===== src/rtl/coin_acceptor_if.sv =====
// Coin acceptor bus: raw sensor and dispense strobe in, coin code and status out.
// Tally counters appear only when COIN_TALLY_EN is defined.
interface coin_acceptor_if;
  logic       sense;
  logic       newspaper;
  logic [1:0] coin;
  logic       reject;
  logic       jam;
`ifdef COIN_TALLY_EN
  logic [15:0] tally5;
  logic [15:0] tally10;

  modport master (output sense, output newspaper,
                  input coin, input reject, input jam,
                  input tally5, input tally10);
  modport slave  (input sense, input newspaper,
                  output coin, output reject, output jam,
                  output tally5, output tally10);
`else
  modport master (output sense, output newspaper,
                  input coin, input reject, input jam);
  modport slave  (input sense, input newspaper,
                  output coin, output reject, output jam);
`endif
endinterface


===== src/rtl/coin_acceptor.sv =====
// Coin acceptor: synchronise + debounce sensor, measure pulse width, classify coin, hold the
// code while a dispense is in progress. Optional COIN_TALLY_EN adds 16-bit per-coin tallies.
module coin_acceptor #(
  parameter int DEB_CYCLES = 4,
  parameter int MIN5       = 8,
  parameter int MAX5       = 15,
  parameter int MIN10      = 20,
  parameter int MAX10      = 40,
  parameter int CNT_W      = 8
) (
  input logic          clock,
  input logic          reset,
  coin_acceptor_if.slave bus
);

  localparam int DEB_W = $clog2(DEB_CYCLES + 1);
  localparam logic [DEB_W-1:0] DEB_LAST = DEB_W'(DEB_CYCLES - 1);
  localparam logic [CNT_W-1:0] W_MIN5   = CNT_W'(MIN5);
  localparam logic [CNT_W-1:0] W_MAX5   = CNT_W'(MAX5);
  localparam logic [CNT_W-1:0] W_MIN10  = CNT_W'(MIN10);
  localparam logic [CNT_W-1:0] W_MAX10  = CNT_W'(MAX10);
  localparam logic [CNT_W-1:0] W_SAT    = CNT_W'(MAX10 + 1);

  typedef enum logic [1:0] {IDLE, MEAS, EMIT, JAM} state_t;

  logic             sync1, sync2, fs;
  logic [DEB_W-1:0] deb_cnt;

  state_t           state_q, state_d;
  logic [CNT_W-1:0] width_q, width_d;
  logic [1:0]       code_q, code_d;
  logic             reject_q, reject_d;
  logic [1:0]       coin_d;

  // fs flips only after the synced input has disagreed with it for DEB_CYCLES straight cycles
  always_ff @(posedge clock) begin
    if (reset) begin
      sync1   <= 1'b0;
      sync2   <= 1'b0;
      fs      <= 1'b0;
      deb_cnt <= '0;
    end else begin
      sync1 <= bus.sense;
      sync2 <= sync1;
      if (sync2 != fs) begin
        if (deb_cnt == DEB_LAST) begin
          fs      <= sync2;
          deb_cnt <= '0;
        end else begin
          deb_cnt <= deb_cnt + 1'b1;
        end
      end else begin
        deb_cnt <= '0;
      end
    end
  end

  always_ff @(posedge clock) begin
    if (reset) begin
      state_q  <= IDLE;
      width_q  <= '0;
      code_q   <= 2'b00;
      reject_q <= 1'b0;
    end else begin
      state_q  <= state_d;
      width_q  <= width_d;
      code_q   <= code_d;
      reject_q <= reject_d;
    end
  end

  always_comb begin
    state_d  = state_q;
    width_d  = width_q;
    code_d   = code_q;
    reject_d = 1'b0;
    coin_d   = 2'b00;
    case (state_q)
      IDLE: begin
        if (fs) begin
          state_d = MEAS;
          width_d = CNT_W'(1);
        end
      end
      MEAS: begin
        if (fs) begin
          width_d = width_q + 1'b1;
          if (width_q == W_SAT - 1'b1) state_d = JAM;
        end else begin
          width_d = '0;
          if (width_q >= W_MIN5 && width_q <= W_MAX5) begin
            code_d  = 2'b01;
            state_d = EMIT;
          end else if (width_q >= W_MIN10 && width_q <= W_MAX10) begin
            code_d  = 2'b10;
            state_d = EMIT;
          end else begin
            reject_d = 1'b1;
            state_d  = IDLE;
          end
        end
      end
      EMIT: begin
        // a dispense in progress holds the code back rather than dropping it
        coin_d = bus.newspaper ? 2'b00 : code_q;
        if (!bus.newspaper) state_d = IDLE;
      end
      JAM: begin
        if (!fs) begin
          state_d = IDLE;
          width_d = '0;
        end
      end
      default: state_d = IDLE;
    endcase
  end

  assign bus.coin   = coin_d;
  assign bus.reject = reject_q;
  assign bus.jam    = (state_q == JAM);

`ifdef COIN_TALLY_EN
  logic [15:0] tally5_q, tally10_q;

  always_ff @(posedge clock) begin
    if (reset) begin
      tally5_q  <= '0;
      tally10_q <= '0;
    end else begin
      if (coin_d == 2'b01) tally5_q  <= tally5_q + 1'b1;
      if (coin_d == 2'b10) tally10_q <= tally10_q + 1'b1;
    end
  end

  assign bus.tally5  = tally5_q;
  assign bus.tally10 = tally10_q;
`endif

endmodule


===== src/flat_wrapper.sv =====
// flat-port wrapper written by rule: the top's interface ports become plain ports
module coin_acceptor_flat 
#(
  parameter int DEB_CYCLES = 4,
  parameter int MIN5       = 8,
  parameter int MAX5       = 15,
  parameter int MIN10      = 20,
  parameter int MAX10      = 40,
  parameter int CNT_W      = 8
)
  (clock, reset, bus_sense, bus_newspaper, bus_coin, bus_reject, bus_jam);
  coin_acceptor_if bus_i ();
  input logic clock;
  input logic reset;
  input wire logic [$bits(bus_i.sense)-1:0] bus_sense;
  input wire logic [$bits(bus_i.newspaper)-1:0] bus_newspaper;
  output wire logic [$bits(bus_i.coin)-1:0] bus_coin;
  output wire logic [$bits(bus_i.reject)-1:0] bus_reject;
  output wire logic [$bits(bus_i.jam)-1:0] bus_jam;
  assign bus_i.sense = bus_sense;
  assign bus_i.newspaper = bus_newspaper;
  assign bus_coin = bus_i.coin;
  assign bus_reject = bus_i.reject;
  assign bus_jam = bus_i.jam;
  coin_acceptor #(.DEB_CYCLES(DEB_CYCLES), .MIN5(MIN5), .MAX5(MAX5), .MIN10(MIN10), .MAX10(MAX10), .CNT_W(CNT_W)) u_core (.clock(clock), .reset(reset), .bus(bus_i));
endmodule

===== config.mk =====
export PLATFORM = sky130hd
export DESIGN_NAME = coin_acceptor_flat
export DESIGN_NICKNAME = d
export VERILOG_FILES = /design/src/rtl/coin_acceptor_if.sv /design/src/rtl/coin_acceptor.sv /design/src/flat_wrapper.sv
export SDC_FILE = /design/constraint.sdc
export NUM_CORES = 1
export LEC_CHECK = 0
export CORE_MARGIN = 4
export CORE_UTILIZATION = 55
export CTS_BUF_LIST = sky130_fd_sc_hd__clkbuf_4
export DETAILED_ROUTE_END_ITERATION = 8
export MAX_ROUTING_LAYER = met4
export PLACE_DENSITY = 0.75
export REMOVE_ABC_BUFFERS = 1
export SYNTH_ARGS = -nofsm -noshare
export SYNTH_HDL_FRONTEND = slang
export SYNTH_SLANG_ARGS = --single-unit

===== constraint.sdc =====
create_clock -name clock -period 2.1 [get_ports clock]
set_clock_uncertainty 0.1 [all_clocks]
set_input_delay 0.42 -clock clock [delete_from_list [all_inputs] [get_ports clock]]
set_output_delay 0.42 -clock clock [all_outputs]
set_load 0.01 [all_outputs]

Yosys cells after proc, flatten, opt, wreduce, memory -nomap -nowiden:

Index checks and enable logic that the tools add are counted.

* flip-flop bits (word level): 19
* input port bits: 4
* output and inout bits: 4
* logic and storage cells: 55

* add/subtract/negate cells: 2
* magnitude comparators: 4
* equality and inequality tests: 10
* mux-type cells: 17
* bitwise gates (word level): 3
* reduce and logical (&&, ||, !) cells: 11

Operators by type and width (count)
* 8-bit 2-to-1 mux: 3
* 8-bit case mux with 3 select lines: 1
* 2-bit 2-to-1 mux: 11
* 8-bit by 1-bit adder with 8-bit output, second input constant: 1
* 8-bit by 6-bit equality test with 1-bit output, second input constant: 1
* 8-bit by 4-bit greater-or-equal comparator with 1-bit output, second input constant: 1
* 8-bit by 5-bit greater-or-equal comparator with 1-bit output, second input constant: 1
* 8-bit by 4-bit less-or-equal comparator with 1-bit output, second input constant: 1
* 8-bit by 6-bit less-or-equal comparator with 1-bit output, second input constant: 1
* 2-bit case mux with 4 select lines: 1
* 3-bit AND reduction: 2
* 2-bit equality test, second input constant: 2
* 2-bit inequality test, second input constant: 2
* 4-bit AND reduction: 1
* 4-bit OR reduction: 1
* 3-bit by 1-bit adder with 3-bit output, second input constant: 1
* 3-bit by 2-bit equality test with 1-bit output, second input constant: 1
* 3-bit inequality test, second input constant: 1
* 1-bit NOT: 3
* 3-bit nonzero test: 1
* 3-bit OR reduction: 1
* 2-bit by 1-bit equality test with 1-bit output, second input constant: 1
* 1-bit logical AND: 2
* 2-bit zero test: 1
* other kinds (5): 5

Longest topological paths before layout:

* depth after elaboration: 6
* mapped depth: 6
* mapped depth without buffers: 6

Worst setup path before layout:

Ideal clock, no wire load.

* path type: reg-to-output
* from: register u_core.state_q[1]
* to: output bus_coin[1]
* arrival: 1.101 ns
* required time: 1.580 ns
* setup slack: 0.479 ns
* cell stages (with the launch flop): 3
* path buffers: 1
* path through: dfxtp_1 -> clkbuf_1 -> nor4bb_1

* cells in the longest elaborated chain, start to end: 2

RTL lines
* from (decl): RTL line coin_acceptor.sv:29 `state_t state_q, state_d;`
* from (signal assigned): RTL line coin_acceptor.sv:65 `state_q <= state_d;`
* 2-bit equality test: RTL line coin_acceptor.sv:78 `case (state_q)`
* 2-bit 2-to-1 mux: RTL line coin_acceptor.sv:78
* to (decl): RTL line flat_wrapper.sv:17 `output wire logic [$bits(bus_i.coin)-1:0] bus_coin;`

Every way passes these cells.

Worst setup path after layout:

* from: input bus_newspaper
* to: output bus_coin[1]

* cells in the longest elaborated chain, start to end: 2

RTL lines
* from (decl): RTL line flat_wrapper.sv:16 `input wire logic [$bits(bus_i.newspaper)-1:0] bus_newspaper;`
* 2-bit 2-to-1 mux: RTL line coin_acceptor.sv:105 `coin_d = bus.newspaper ? 2'b00 : code_q;`
* 2-bit 2-to-1 mux: RTL line coin_acceptor.sv:78

Every way passes these cells.

==> impl_summary.txt <==
----------------------------------------------------
[Global route]
  Via count of the first global-routing pass ... between 800 and 900
  Total global-route track usage ... about a fifth
  Initial antenna violation count ... 0
  Maximum number of pins on one net before global-route repair ... 14
  GRT Residual Overflow ... 0
  Wire length of the first global-routing pass ... about 3700 µm

[Synth]
  Number of enable-type register cells in the synthesized netlist ... 0
  Sequential area share after synthesis ... approximately 37%
  Distinct cell type count of the synthesized netlist ... 40
  Flop and latch count out of synthesis ... 19
  Yosys warns ... 0
  Post-synthesis async set-or-reset flop share ... 0%
  Avg Synthesized Cell Area ... approximately 8 µm²
  Main synth FF type ... dfxtp_1
  Post-Syn Area ... approximately 1000 µm²
  Number of standard cells after synthesis ... about 130

[Final layout]
  Post-route core utilization ... between 60% and 70%
  Final std cells w/o fill ... approximately 160
  Fillers ... around 150
  Register area ... around 380 µm²
  Commonest cells after routing, fill and taps aside ... dfxtp_1, nor2_1, nand2_1
  Most common cell after layout, fill and taps aside ... dfxtp_1
  Area growth syn-to-layout ... 11.7%
  Fin nets ... around 140
  Number of diodes ... 0
  Share of cells above drive strength 1 ... a little over a tenth
  Multi-input gate area ... about 560 µm²

[Setup path]
  Critical register-to-register path startpoint ... u_core.state_q[0]
  Data arrival time of the critical path ... ~1.4 ns
  Worst Setup SP ... bus_newspaper
  Kind of capture point of the worst setup path ... primary output
  Worst-path maximum fanout ... 3
  CP Launch Type ... primary input
  Setup Crit Path Kind ... in -> out
  Worst endpoint required time ... 1.58 ns

[Routing]
  Router iterations before antenna repair ... 4
  DR vias ... roughly 870
  Via density per instance ... around 5.5
  Antenna Violating Nets Remaining ... 0
  Post-route DRC ... 0
  First DRT Iteration DRCs ... 15
  WL/cell ... between 10 and 15 µm
  Routed Wire Length ... between 2000 and 2500 µm

[STA]
  Post-layout min period ... 1.94 ns
  Hold Fails Final Rpt ... 0
  Setup Total Neg Slack ... 0 ns
  Number of failing setup endpoints in the final timing report ... 0
  Achievable clock frequency ... between 500 and 600 MHz
  Rel. slew slack ... between 60% and 70%
  Final clock period utilization by the worst path ... between 90% and 100%
  Final hold slack ... approximately 0.33 ns
  Setup repair after global routing missed its margin ... no
  Max-slew violations ... 0
  Slew at the pin with the worst max-slew slack ... roughly 0.48 ns

[Pwr]
  Reported leakage power ... ~0.43 nW
  Internal cell power ... approximately 0.00046 W
  Switching share of total power ... 20.8%
  Power share of the combinational group ... around 3.7%
  Cell area power density ... 512 nW/µm²
  Switching pwr ... about 0.00012 W
  Sequential share of power ... a little over three fifths
  Fraction of power consumed by the clock network ... between 30% and 40%
  Maximum vdd ir drop ... between 0.0003 and 0.0004 V
  Final Power ... between 0.0005 and 0.0006 W

[CTS]
  Clk sinks ... 19
  TritonCTS clock tree ... done
  Total CTS buffers ... 3
  Maximum clock insertion buffer count ... 2
  H-tree depth ... 1
  Post-CTS setup buffers ... 0
  CTS Root Cell ... clkbuf_4
  Worst-skew pair later-pin latency ... about 0.29 ns
  Post-CTS clock slew at the launch and capture registers of the worst setup and hold paths ... approximately 0.10 ns
  Total of hold buffers inserted after clock tree synthesis ... 0

[Die]
  Effective utilization at floorplan ... between 50% and 60%
  Num rows ... 15
  Core area ... about 1700 µm²
  Num ports ... 8
  DIE WIDTH ... roughly 51 µm
  Vertical die dimension ... 51.0 µm
  Die area ... about 2600 µm²

[Worst hold path]
  Min-delay src ... u_core.deb_cnt[0]
  Worst Hold Class ... reg -> reg

[Place]
  I/O Buffers ... 7
  RD Place Congestion ... a little under 0.9
  Placed Cells incl. Taps ... between 150 and 200
  Half-perimeter wire length after placement ... approximately 1500 µm

[Run]
  # Max-Cap Violations ... 0

[Status]
  Result of the run ... finished, final reports clean

----------------------------------------------------
==> state kept, by name (all words and copies together) (netlist names) <==
| register | count |
|---|---|
| u_core.width_q | 8 |
| u_core.sync2 | 1 |
| u_core.sync1 | 1 |
| u_core.bus.reject | 1 |
| u_core.state_q | 2 |
| u_core.deb_cnt | 3 |
| u_core.code_q | 2 |
| u_core.fs | 1 |
==> power groups by stage <==
| stage | combinational (W) | clock (W) | sequential (W) |
|---|---|---|---|
| 6_report | 0.0000216 | 0.000196 | 0.000363 |
| 5_1_grt | 0.0000232 | 0.000219 | 0.000364 |
| 4_1_cts | 0.0000217 | 0.000203 | 0.000364 |
| 3_5_place_dp | 0.0000207 | 0 | 0.000372 |
| 3_3_place_gp | 0.0000202 | 0 | 0.000372 |
| 2_1_floorplan | 0.00000594 | 0 | 0.000372 |
==> metrics by stage <==
stage / instance area [µm²] / worst slack (ns)
floorplan: 970 / 0.500
global placement: 1100 / -0.110
detailed placement: 1100 / -0.122
CTS: 1130 / 0.0472
global route: 1130 / 0.110
finish: 1130 / 0.165
==> critical path, cell delays in order <==
cell	delay [ns]
clkdlybuf4s50_1	0.45
nor4bb_1	0.25
dlygate4sd2_1	0.30
==> worst paths after layout <==
kind / slack [ns] / depth (start not counted) / end
worst min-delay path: 0.33 / 1 / u_core.deb_cnt[0]
worst max register to register: 0.40 / 4 / u_core.code_q[0]
worst max-delay path: 0.16 / 3 / bus_coin[1]
worst min register to register: 0.33 / 1 / u_core.deb_cnt[0]
==> area by class of cell <==
type / instances / area share (%)
Clock buffer: 4 / 2.65
Multi-Input combinational cell: 90 / 49.3
Sequential cell: 19 / 33.8
Inverter: 8 / 2.65
Timing Repair Buffer: 11 / 8.83
Tap cell: 25 / 2.76
==> layer usage <==
metal	vias to the layer above	global-route usage, %	wire length (µm)
li1	447	-	-
met1	396	24.0	975
met2	18	29.4	993
met3	6	4.37	68
met4	0	9.87	48
met5	-	-	0
==> cell families after synthesis <==
group	Yosys count	synth area share [%]
AO/OA/AOI/OAI	29	18.1
XOR/XNOR	2	1.73
adder cells (fa/ha/maj)	4	4.93
buffers and inverters	17	7.40
flip-flops	19	37.5
multiplexers	2	2.10
AND/OR/NAND/NOR	53	28.2
==> synth_stat cells, drive strengths merged, types with 2 or more instances <==
cell type	instances	area, µm²
a211o	3	26.3
a21oi	8	43.8
a31oi	2	12.5
and2	2	12.5
buf	3	22.5
clkbuf	6	22.5
dfxtp	19	380
ha	4	50.1
inv	8	30.0
nand2	10	37.5
nand2b	2	12.5
nand3	2	10.0
nor2	15	56.3
nor2b	5	31.3
nor3	5	25.0
nor4	2	18.8
nor4bb	2	20.0
o21ai	8	40.0
o31ai	2	15.0
or3	2	12.5
==> repair_timing <==
item,4_1_cts,5_1_grt
endpoints found under the setup margin,3,1
gates resized for setup,4,1
pin swaps,0,0
gates cloned,0,0
Note: power is estimated with default switching activity, not from simulation.
==> RTL change: new RTL, same settings <==
The 4 states of `state_t` get a one-hot encoding in 4 bits.
--- a/src/rtl/coin_acceptor.sv
+++ b/src/rtl/coin_acceptor.sv
@@ -22,5 +22,5 @@
   localparam logic [CNT_W-1:0] W_SAT    = CNT_W'(MAX10 + 1);
 
-  typedef enum logic [1:0] {IDLE, MEAS, EMIT, JAM} state_t;
+  typedef enum logic [3:0] {IDLE = 4'b0001, MEAS = 4'b0010, EMIT = 4'b0100, JAM = 4'b1000} state_t;
 
   logic             sync1, sync2, fs;
Function: no difference found for any inputs over 10 cycles, from zero or initial values and one cycle with reset high; not proved beyond that.
==> RTL change against the original RTL <==
Setup slack got worse by 0.058 ns. Cell area increased by 13%. First-iteration DRC count increased by 110%. Via count increased by 9.2%. Sequential cell count increased by 2. Critical path depth increased by 1. Area after synthesis increased by 12%. Cell count increased by 7.6%. Global-route usage increased by 0.084 points. Routed wire length increased by 11%.
Power is not compared: it rests on default switching activity, and its combinational part moved more than twofold at a synthesized area within 25%.
==> RTL change: results (changes against the original RTL) <==
post_cts resized - 7 (+3)
Placed Instances - 165 (+7.8%)
biggest regs - u_core.width_q: 8 flops, u_core.state_q: 4 flops, u_core.deb_cnt: 3 flops
WL final - 2.31 mm (+11%)
clk cell area share - 2.14% (-0.51 points)
Signal buffers - 15 (+4)
met1 Track Usage GR - 21.9% (-2.0 points)
non-clk buf share - 9.83% (+1.0 points)
Final #Nets - 151 (+7.1%)
met2 routed wirelength - 1.15 mm (+16%)
Seq/Total Area, Yosys - 36.8% (-0.64 points)
Area after DPL - 0.00125 mm2 (+13%)
run status - finished, final reports clean
multi-input combinational area share - 50.4% (+1.1 points)
Global Route Usage Sum - 19.4% (+0.084 points)
fraction of area in registers - 32.9% (-0.86 points)
worst slew pin tran - 0.395 ns (-0.0811 ns)
# clock sinks - 21 (+2)
Synth Area in Adders - 4.39% (-0.55 points)
vias in the first global route - 930 (+12%)
share of cells above drive strength 1 - 14.8% (+4.2 points)
RePlAce Congestion - 0.914 (+4.0%)
Fmax - 502 MHz (-2.9%)
main area contributors after synthesis - dfxtp_1, nor2_1, xnor2_1, ha_1, nand2_1
most frequent cells after synthesis - dfxtp_1, nor2_1, nand2_1
Worst R2R End - u_core.state_q[2]
drt first-iter violations - 32 (+17)
xor and xnor area share after synthesis - 4.61% (+2.9 points)
largest net degree at the start of global routing - 13 (-1)
crit path to - bus_coin[0]
[RTL change: per-stage QoR]
| step | hold WS [ns] | utilization [%] |
|---|---|---|
| 3_3_place_gp | 0.308 | 63.5 |
| 4_1_cts | 0.336 | 65.5 |
| 3_5_place_dp | 0.319 | 63.5 |
| 2_1_floorplan | 0.299 | - |
| 6_report | 0.330 | 65.5 |
| 5_1_grt | 0.356 | 65.5 |
[RTL change: worst min path at each step]
stage	from	endpoint	slack, ns	cells past startpoint
after floorplan	u_core.deb_cnt[0]	u_core.deb_cnt[0]	0.30	1
after global placement	u_core.deb_cnt[0]	u_core.deb_cnt[0]	0.31	1
after detailed placement	u_core.deb_cnt[0]	u_core.deb_cnt[0]	0.32	1
after CTS	u_core.deb_cnt[0]	u_core.deb_cnt[0]	0.34	1
after global routing	u_core.deb_cnt[0]	u_core.deb_cnt[0]	0.36	1
final	u_core.deb_cnt[0]	u_core.deb_cnt[0]	0.33	1
